### src/rtl/fifo_wr_arbiter_if.sv
// Write-arbiter bundle: two packet requesters, the shared FIFO write port, and grant/status.
// The master modport drives requests and the FIFO full flag; the slave modport is the arbiter.
interface fifo_wr_arbiter_if #(
    parameter int WIDTH = 8
);
    logic [WIDTH-1:0] a_wd;
    logic             a_valid;
    logic             a_last;
    logic             a_ready;

    logic [WIDTH-1:0] b_wd;
    logic             b_valid;
    logic             b_last;
    logic             b_ready;

    logic [WIDTH-1:0] fifo_wd;
    logic             fifo_we;
    logic             fifo_ful;

    logic [1:0]       gnt;
    logic             pkt_done;
    logic             err;

    modport master (
        output a_wd, a_valid, a_last,
        output b_wd, b_valid, b_last,
        output fifo_ful,
        input  a_ready, b_ready,
        input  fifo_wd, fifo_we,
        input  gnt, pkt_done, err
    );

    modport slave (
        input  a_wd, a_valid, a_last,
        input  b_wd, b_valid, b_last,
        input  fifo_ful,
        output a_ready, b_ready,
        output fifo_wd, fifo_we,
        output gnt, pkt_done, err
    );
endinterface

### src/rtl/fifo_wr_arbiter.sv
// Packet-level round-robin arbiter between two requesters onto one FIFO write port.
// Latency: 1-cycle grant, then zero-latency write; fifo_ful stalls the granted requester, idle grants time out.
module fifo_wr_arbiter #(
    parameter int WIDTH   = 8,
    parameter int TIMEOUT = 16
) (
    input  logic             clk,
    input  logic             rst_n,
    fifo_wr_arbiter_if.slave bus
);

    // Encoding matches the one-hot gnt output directly.
    typedef enum logic [1:0] {
        IDLE  = 2'b00,
        GNT_A = 2'b01,
        GNT_B = 2'b10
    } state_t;

    localparam logic [7:0] IDLE_LIMIT = 8'(TIMEOUT - 1);

    state_t           state, state_nxt;
    logic             last_srv, last_srv_nxt;   // 0 = A served last, 1 = B
    logic [7:0]       idle_cnt, idle_cnt_nxt;

    logic             granted;
    logic             sel_valid;
    logic             sel_last;
    logic [WIDTH-1:0] sel_wd;
    logic             accept;
    logic             timeout;

    always_ff @(posedge clk or negedge rst_n) begin
        if (!rst_n) begin
            state    <= IDLE;
            last_srv <= 1'b1;
            idle_cnt <= 8'd0;
        end else begin
            state    <= state_nxt;
            last_srv <= last_srv_nxt;
            idle_cnt <= idle_cnt_nxt;
        end
    end

    always_comb begin
        sel_valid = 1'b0;
        sel_last  = 1'b0;
        sel_wd    = '0;
        case (state)
            GNT_A: begin
                sel_valid = bus.a_valid;
                sel_last  = bus.a_last;
                sel_wd    = bus.a_wd;
            end
            GNT_B: begin
                sel_valid = bus.b_valid;
                sel_last  = bus.b_last;
                sel_wd    = bus.b_wd;
            end
            default: ;
        endcase
    end

    assign granted = (state != IDLE);
    assign accept  = granted & sel_valid & ~bus.fifo_ful;
    // Full stalls keep valid high, so they never reach the timeout path.
    assign timeout = granted & ~sel_valid & (idle_cnt == IDLE_LIMIT);

    always_comb begin
        state_nxt    = state;
        last_srv_nxt = last_srv;
        idle_cnt_nxt = idle_cnt;
        case (state)
            IDLE: begin
                idle_cnt_nxt = 8'd0;
                if (bus.a_valid && bus.b_valid)
                    state_nxt = last_srv ? GNT_A : GNT_B;
                else if (bus.a_valid)
                    state_nxt = GNT_A;
                else if (bus.b_valid)
                    state_nxt = GNT_B;
            end
            GNT_A, GNT_B: begin
                if (accept) begin
                    idle_cnt_nxt = 8'd0;
                    if (sel_last) begin
                        state_nxt    = IDLE;
                        last_srv_nxt = (state == GNT_B);
                    end
                end else if (!sel_valid) begin
                    if (timeout) begin
                        state_nxt    = IDLE;
                        last_srv_nxt = (state == GNT_B);
                        idle_cnt_nxt = 8'd0;
                    end else begin
                        idle_cnt_nxt = idle_cnt + 8'd1;
                    end
                end
            end
            default: begin
                state_nxt    = IDLE;
                idle_cnt_nxt = 8'd0;
            end
        endcase
    end

    assign bus.gnt      = state;
    assign bus.a_ready  = (state == GNT_A) & ~bus.fifo_ful;
    assign bus.b_ready  = (state == GNT_B) & ~bus.fifo_ful;
    assign bus.fifo_we  = accept;
    assign bus.fifo_wd  = sel_wd;
    assign bus.pkt_done = accept & sel_last;
    assign bus.err      = timeout;

    a_gnt_onehot0 : assert property (@(posedge clk) disable iff (!rst_n)
        $onehot0(bus.gnt));
    a_no_dual_ready : assert property (@(posedge clk) disable iff (!rst_n)
        !(bus.a_ready && bus.b_ready));
    a_done_err_excl : assert property (@(posedge clk) disable iff (!rst_n)
        !(bus.pkt_done && bus.err));

endmodule

### src/flat_wrapper.sv
// flat-port wrapper written by rule: the top's interface ports become plain ports
module fifo_wr_arbiter_flat 
#(
    parameter int WIDTH   = 8,
    parameter int TIMEOUT = 16
)
  (clk, rst_n, bus_a_wd, bus_a_valid, bus_a_last, bus_b_wd, bus_b_valid, bus_b_last, bus_fifo_ful, bus_a_ready, bus_b_ready, bus_fifo_wd, bus_fifo_we, bus_gnt, bus_pkt_done, bus_err);
  fifo_wr_arbiter_if #(.WIDTH(WIDTH)) bus_i ();
  input  logic clk;
  input  logic rst_n;
  input wire logic [$bits(bus_i.a_wd)-1:0] bus_a_wd;
  input wire logic [$bits(bus_i.a_valid)-1:0] bus_a_valid;
  input wire logic [$bits(bus_i.a_last)-1:0] bus_a_last;
  input wire logic [$bits(bus_i.b_wd)-1:0] bus_b_wd;
  input wire logic [$bits(bus_i.b_valid)-1:0] bus_b_valid;
  input wire logic [$bits(bus_i.b_last)-1:0] bus_b_last;
  input wire logic [$bits(bus_i.fifo_ful)-1:0] bus_fifo_ful;
  output wire logic [$bits(bus_i.a_ready)-1:0] bus_a_ready;
  output wire logic [$bits(bus_i.b_ready)-1:0] bus_b_ready;
  output wire logic [$bits(bus_i.fifo_wd)-1:0] bus_fifo_wd;
  output wire logic [$bits(bus_i.fifo_we)-1:0] bus_fifo_we;
  output wire logic [$bits(bus_i.gnt)-1:0] bus_gnt;
  output wire logic [$bits(bus_i.pkt_done)-1:0] bus_pkt_done;
  output wire logic [$bits(bus_i.err)-1:0] bus_err;
  assign bus_i.a_wd = bus_a_wd;
  assign bus_i.a_valid = bus_a_valid;
  assign bus_i.a_last = bus_a_last;
  assign bus_i.b_wd = bus_b_wd;
  assign bus_i.b_valid = bus_b_valid;
  assign bus_i.b_last = bus_b_last;
  assign bus_i.fifo_ful = bus_fifo_ful;
  assign bus_a_ready = bus_i.a_ready;
  assign bus_b_ready = bus_i.b_ready;
  assign bus_fifo_wd = bus_i.fifo_wd;
  assign bus_fifo_we = bus_i.fifo_we;
  assign bus_gnt = bus_i.gnt;
  assign bus_pkt_done = bus_i.pkt_done;
  assign bus_err = bus_i.err;
  fifo_wr_arbiter #(.WIDTH(WIDTH), .TIMEOUT(TIMEOUT)) u_core (.clk(clk), .rst_n(rst_n), .bus(bus_i));
endmodule
### config.mk
export PLATFORM = sky130hd
export DESIGN_NAME = fifo_wr_arbiter_flat
export DESIGN_NICKNAME = d
export VERILOG_FILES = /design/src/rtl/fifo_wr_arbiter_if.sv /design/src/rtl/fifo_wr_arbiter.sv /design/src/flat_wrapper.sv
export SDC_FILE = /design/constraint.sdc
export NUM_CORES = 1
export LEC_CHECK = 0
export BUFFER_PORTS_ARGS = -buffer_cell sky130_fd_sc_hd__buf_2
export CORE_MARGIN = 5
export CORE_UTILIZATION = 29
export DETAILED_ROUTE_END_ITERATION = 10
export MAX_ROUTING_LAYER = met4
export PLACE_DENSITY = 0.54
export SLEW_MARGIN = 20
export SYNTH_ARGS = -nofsm -noshare
export SYNTH_HDL_FRONTEND = slang
export SYNTH_SLANG_ARGS = --single-unit
### constraint.sdc
create_clock -name clk -period 2.42 [get_ports clk]
set_clock_uncertainty 0.05 [all_clocks]
set_input_delay 0.484 -clock clk [delete_from_list [all_inputs] [get_ports clk]]
set_output_delay 0.484 -clock clk [all_outputs]
set_load 0.1 [all_outputs]
# Word-level counts from Yosys, hierarchy flattened
# Cells that the tools add are included.
[totals] in_bits=23 out_inout_bits=15 reg_bits=11 word_cells=49
[classes] n_mux=20 reduce_logical=7 eq_ne=9 n_bitwise=9 add_sub_neg=1
[ops] cell="$mux 8" count=4
[ops] cell="$mux 2" count=8
[ops] cell="$pmux 8 s2" count=1
[ops] cell="$add 8x1->8 const B" count=1
[ops] cell="$eq 8x4->1 const B" count=1
[ops] cell="$reduce_and 4->1" count=2
[ops] cell="$and 1x1->1" count=7
[ops] cell="$ne 3x2->1 const B" count=2
[ops] cell="$mux 1" count=4
[ops] cell="$ne 4x3->1 const B" count=1
[ops] cell="$pmux 1 s2" count=2
[ops] cell="$pmux 2 s2" count=1
[ops] cell="$reduce_bool 2->1" count=2
[ops] cell="$ne 3x3->1 const B" count=1
[ops] cell="$eq 2x1->1 const B" count=1
[ops] cell="$eq 2x2->1 const B" count=1
[ops] cell="$logic_not 2->1" count=1
[ops] cell="$ne 2x1->1 const B" count=1
[ops] cell="$ne 2x2->1 const B" count=1
[ops] cell="$not 1->1" count=2
[ops] cell="$reduce_or 2->1" count=1
[ops] cell="$logic_and 1x1->1" count=1

# Logic depth before layout (Yosys ltp)
[depth] word_depth=9 depth_mapped=7 mapped_depth_nobuf=6

# Worst setup path after synthesis
# Ideal clock, no wire load.
[synth_path] kind="register to output" start="reg u_core.state[0] (netlist: u_core.bus.gnt[0])" end="out bus_fifo_we" setup_slack_ns=-1.705 n_path_buf=0 path_stages_with_launch=5 t_required_ns=1.886 t_arrival_ns=3.591 cell_sequence="dfrtp_1 > inv_1 > ha_1 > nand2_1 > nor3_1"
[synth_via] elab_chain_cells=4 word_cells_on_any_way=6 classes_between="eq/ne (2); mux (1); bitwise (2); reduce/logical (1)"
[synth_rtl] item="start, declared" line="fifo_wr_arbiter.sv:21" rtl="state_t state, state_nxt;"
[synth_rtl] item="start signal, assigned" line="fifo_wr_arbiter.sv:38" rtl="state <= state_nxt;"
[synth_rtl] item="$eq 2x2->1 / $eq 2x1->1 (equally long branches)" line="fifo_wr_arbiter.sv:48" rtl="case (state)"
[synth_rtl] item="$pmux 1 s2" line="fifo_wr_arbiter.sv:48"
[synth_rtl] item="$and 1x1->1 (*) (2 in series)" line="fifo_wr_arbiter.sv:64" rtl="assign accept = granted & sel_valid & ~bus.fifo_ful;"
[synth_rtl] item="end, declared" line="flat_wrapper.sv:21" rtl="output wire logic [$bits(bus_i.fifo_we)-1:0] bus_fifo_we;"
# Every way passes the cells marked *; elsewhere a longest branch is shown, timed or not.

# Final worst setup path
[layout_path] start="reg u_core.state[1] (netlist: u_core.bus.gnt[1])" end="out bus_pkt_done"
[layout_via] elab_chain_cells=5 word_cells_on_any_way=8 classes_between="eq/ne (2); mux (2); bitwise (3); reduce/logical (1)"
[layout_rtl] item="$eq 2x2->1 / $eq 2x1->1 (equally long branches)" line="fifo_wr_arbiter.sv:48"
[layout_rtl] item="$pmux 1 s2" line="fifo_wr_arbiter.sv:48"
[layout_rtl] item="$and 1x1->1 (2 in series)" line="fifo_wr_arbiter.sv:64"
[layout_rtl] item="$and 1x1->1 (*)" line="fifo_wr_arbiter.sv:111" rtl="assign bus.pkt_done = accept & sel_last;"
[layout_rtl] item="end, declared" line="flat_wrapper.sv:23" rtl="output wire logic [$bits(bus_i.pkt_done)-1:0] bus_pkt_done;"
# Marked as above.

==> flow_summary_export.csv <==
group,metric,value,unit
power_and_ir_drop,p_total,0.00235,W
synth,ys_types,37,
critical_path,r2r-start,"u_core.bus.gnt[1]$_DFFE_PN0P_",
grt,grt_use_total,13.2,%
floorplan,core,0.00298,sq mm
drt,via_count,952,
power_and_ir_drop,cellLeakagePower,0.617,nW
final_layout,fin_util,51.5,%
place,dp.cells,170,
synth,synth_edf_count,0,
timing,min_period,2.35,ns
power_and_ir_drop,p_switching,0.00134,W
synth,synth_area,878,sq um
power_and_ir_drop,switching_share,57.1,%
synth,syn_avg_cell_area,8.78,sq um
place,port_buffers,37,
drt,wl,2.70,mm
drt,drt-wirelength-per-cell,15.2,microns
power_and_ir_drop,peakVddDrop,0.721,mV
clock_tree,cts_hold_buffers,0,
synth,yosys.area.top_type,"dfrtp_1",
grt,antenna_found_initial,0,
clock_tree,root_buffer,"clkbuf_4",
final_layout,n_fill_cell,277,
synth,synth.top_cell.area_share,28.5,%
clock_tree,clk_pin_slew,0.08,ns
drt,first_pass_iters,4,
place,hpwl,2.19,mm
grt,grt-ovfl-total,0,
floorplan,std_cell_rows,20,
final_layout,multiInputGateArea,708,sq um
critical_path,start_kind,"flip-flop",
final_layout,diodes,0,
floorplan,die_h,65.0,microns
critical_path,required,1.89,ns
clock_tree,clock_latency,0.27,ns
critical_path,r2r_setup_slack,0.31,ns
floorplan,start_util,29.5,%
timing,setup_viol,0,
critical_path,r2r_cells,7,
synth,synth_seq_cells,11,
place,dp_slack,0.247,ns
synth,synth_common_cells,"nor2_1, dfrtp_1, nand2_1",
timing,slew_headroom,67.7,%
drt,drtIter0Drc,38,
clock_tree,cts_htree_levels,1,
final_layout,drive_gt1_share,56.3,%
grt,grt_max_degree,12,
synth,async_reset_ff_share,100,%
timing,setup_slack,0.0698,ns
synth,synth_flop_cell,"dfrtp_1",
clock_tree,numClockSinks,11,
power_and_ir_drop,power.internal,0.00101,W
synth,netlist_instances,100,
grt,grt_pass1_vias,952,
place,gp_congestion,0.883,
job,drv_cap,0,
timing,fin_crit_sh,97.1,%
run_status,status,"completed",
clock_tree,clk_path_buf_depth,2,
drt,vias_per_cell,5.38,
final_layout,fin_cells,177,
power_and_ir_drop,clkPwrFrac,5.3,%
timing,fmax,0.426,GHz
timing,final_max_slew_viol_count,0,
timing,worstMarginPinSlew,0.487,ns
critical_path,crit_arrival,1.82,ns
final_layout,area_delta_synth_final,74.5,%
floorplan,dieArea,0.00423,sq mm
worst_hold_path,min_path_type,"in2async",
critical_path,critical_path_class,"reg2out",
floorplan,die_width,65.0,microns
drt,antenna_left,0,
critical_path,end_kind,"output port",
critical_path,worstPathMaxFanout,6,
synth,yosysWarnings,0,
floorplan,pin_count,38,
final_layout,ff_latch_area,284,sq um
synth,synth_area_leaders,"dfrtp_1, a22oi_1, ha_1",
timing,finalHoldViolCount,0,
critical_path,r2r_end,"u_core.last_srv$_DFFE_PN1P_",
synth,syn-num-nets,127,
final_layout,num-nets-final,172,
clock_tree,cts-buffers-inserted,3,
clock_tree,cts_tree,"yes",
power_and_ir_drop,pwr-share-seq,11.5,%
timing,whs,0.0157,ns
synth,post-synth-top-count-cell,"nor2_1",
grt,grt_pass1_wl,4.31,mm
drt,drc,0,
power_and_ir_drop,power-per-cell-area,1530,mW/mm^2
synth,ys_seq_area_share,31.5,%
power_and_ir_drop,pwr-share-comb,83.1,%
through the flow:
step / instance area (sq um) / setup TNS, ns
2_1_floorplan: 1020 / -0.175
3_3_place_gp: 1430 / 0
3_5_place_dp: 1430 / 0
4_1_cts: 1460 / -0.0540
5_1_grt: 1530 / -0.00192
6_report: 1530 / 0
worst max-delay path, cell delays in order (launching register included):
cell	delay, ns
dfrtp_4	0.48
buf_4	0.15
ha_4	0.17
a22o_4	0.25
nand4_1	0.18
clkinvlp_4	0.14
buf_12	0.17
layer usage:
layer	global-route usage, %	vias to the layer above	wire [microns]
li1	-	461	-
met1	14.3	435	1070
met2	22.6	52	1290
met3	3.47	4	287
met4	5.96	0	42
met5	-	-	0
power groups by stage:
stage          clock network, W  registers, W  logic (W)
2_1_floorplan                 0      0.000377    0.00129
3_3_place_gp                  0      0.000264    0.00180
3_5_place_dp                  0      0.000268    0.00182
4_1_cts                0.000130      0.000265    0.00186
5_1_grt                0.000140      0.000277    0.00205
6_report               0.000125      0.000271    0.00195
flip-flops by register name, summed over array words and instances (netlist names):
| register | cells |
|---|---|
| u_core.last_srv | 1 |
| u_core.idle_cnt | 8 |
| u_core.bus.gnt | 2 |
cell usage in the layout (no fill, tap or decap), types with 3 or more instances in the layout:
cell        count
mux2i_1         3
dfrtp_1         8
o21ai_0         5
nor2_1          3
buf_4           6
clkbuf_4        3
nor2_4          9
clkinvlp_4      3
and3_1          3
nor3_4          3
buf_12         13
ha_4            3
nand3_1         5
a22oi_1         8
nand2_1        10
buf_2          24
worst max path at each step:
stage                                        from           end  slack [ns]  cells after the start
CTS                 u_core.bus.gnt[1]$_DFFE_PN0P_  bus_pkt_done       -0.03                      6
floorplan           u_core.bus.gnt[0]$_DFFE_PN0P_   bus_fifo_we       -0.11                      5
finish              u_core.bus.gnt[1]$_DFFE_PN0P_  bus_pkt_done        0.07                      6
detailed placement  u_core.bus.gnt[0]$_DFFE_PN0P_       bus_err        0.25                      6
global route        u_core.bus.gnt[1]$_DFFE_PN0P_       bus_err      -0.002                      6
global placement    u_core.bus.gnt[0]$_DFFE_PN0P_       bus_err        0.31                      6
cell type report:
| type | count | share of cell area, % |
|---|---|---|
| inverters | 6 | 2.37 |
| multi-input cells | 79 | 46.2 |
| well taps | 33 | 2.69 |
| clock buffers | 4 | 1.71 |
| flip-flops and latches | 11 | 18.5 |
| repair buffers | 44 | 28.5 |
cells by family after synthesis:
family / after synthesis / synth area share [%]
buffers and inverters: 10 / 5.27
flip-flops: 11 / 31.5
adder cells (fa/ha/maj): 4 / 5.70
multiplexers: 4 / 4.70
AO/OA/AOI/OAI: 28 / 27.4
AND/OR/NAND/NOR: 43 / 25.5
what timing repair did:
action                     4_1_cts  5_1_grt
buffers inserted                 0        3
setup endpoints to repair        8       11
resized for setup                3        9
pin swaps                        0        3
Power figures use the tool's default switching activity.
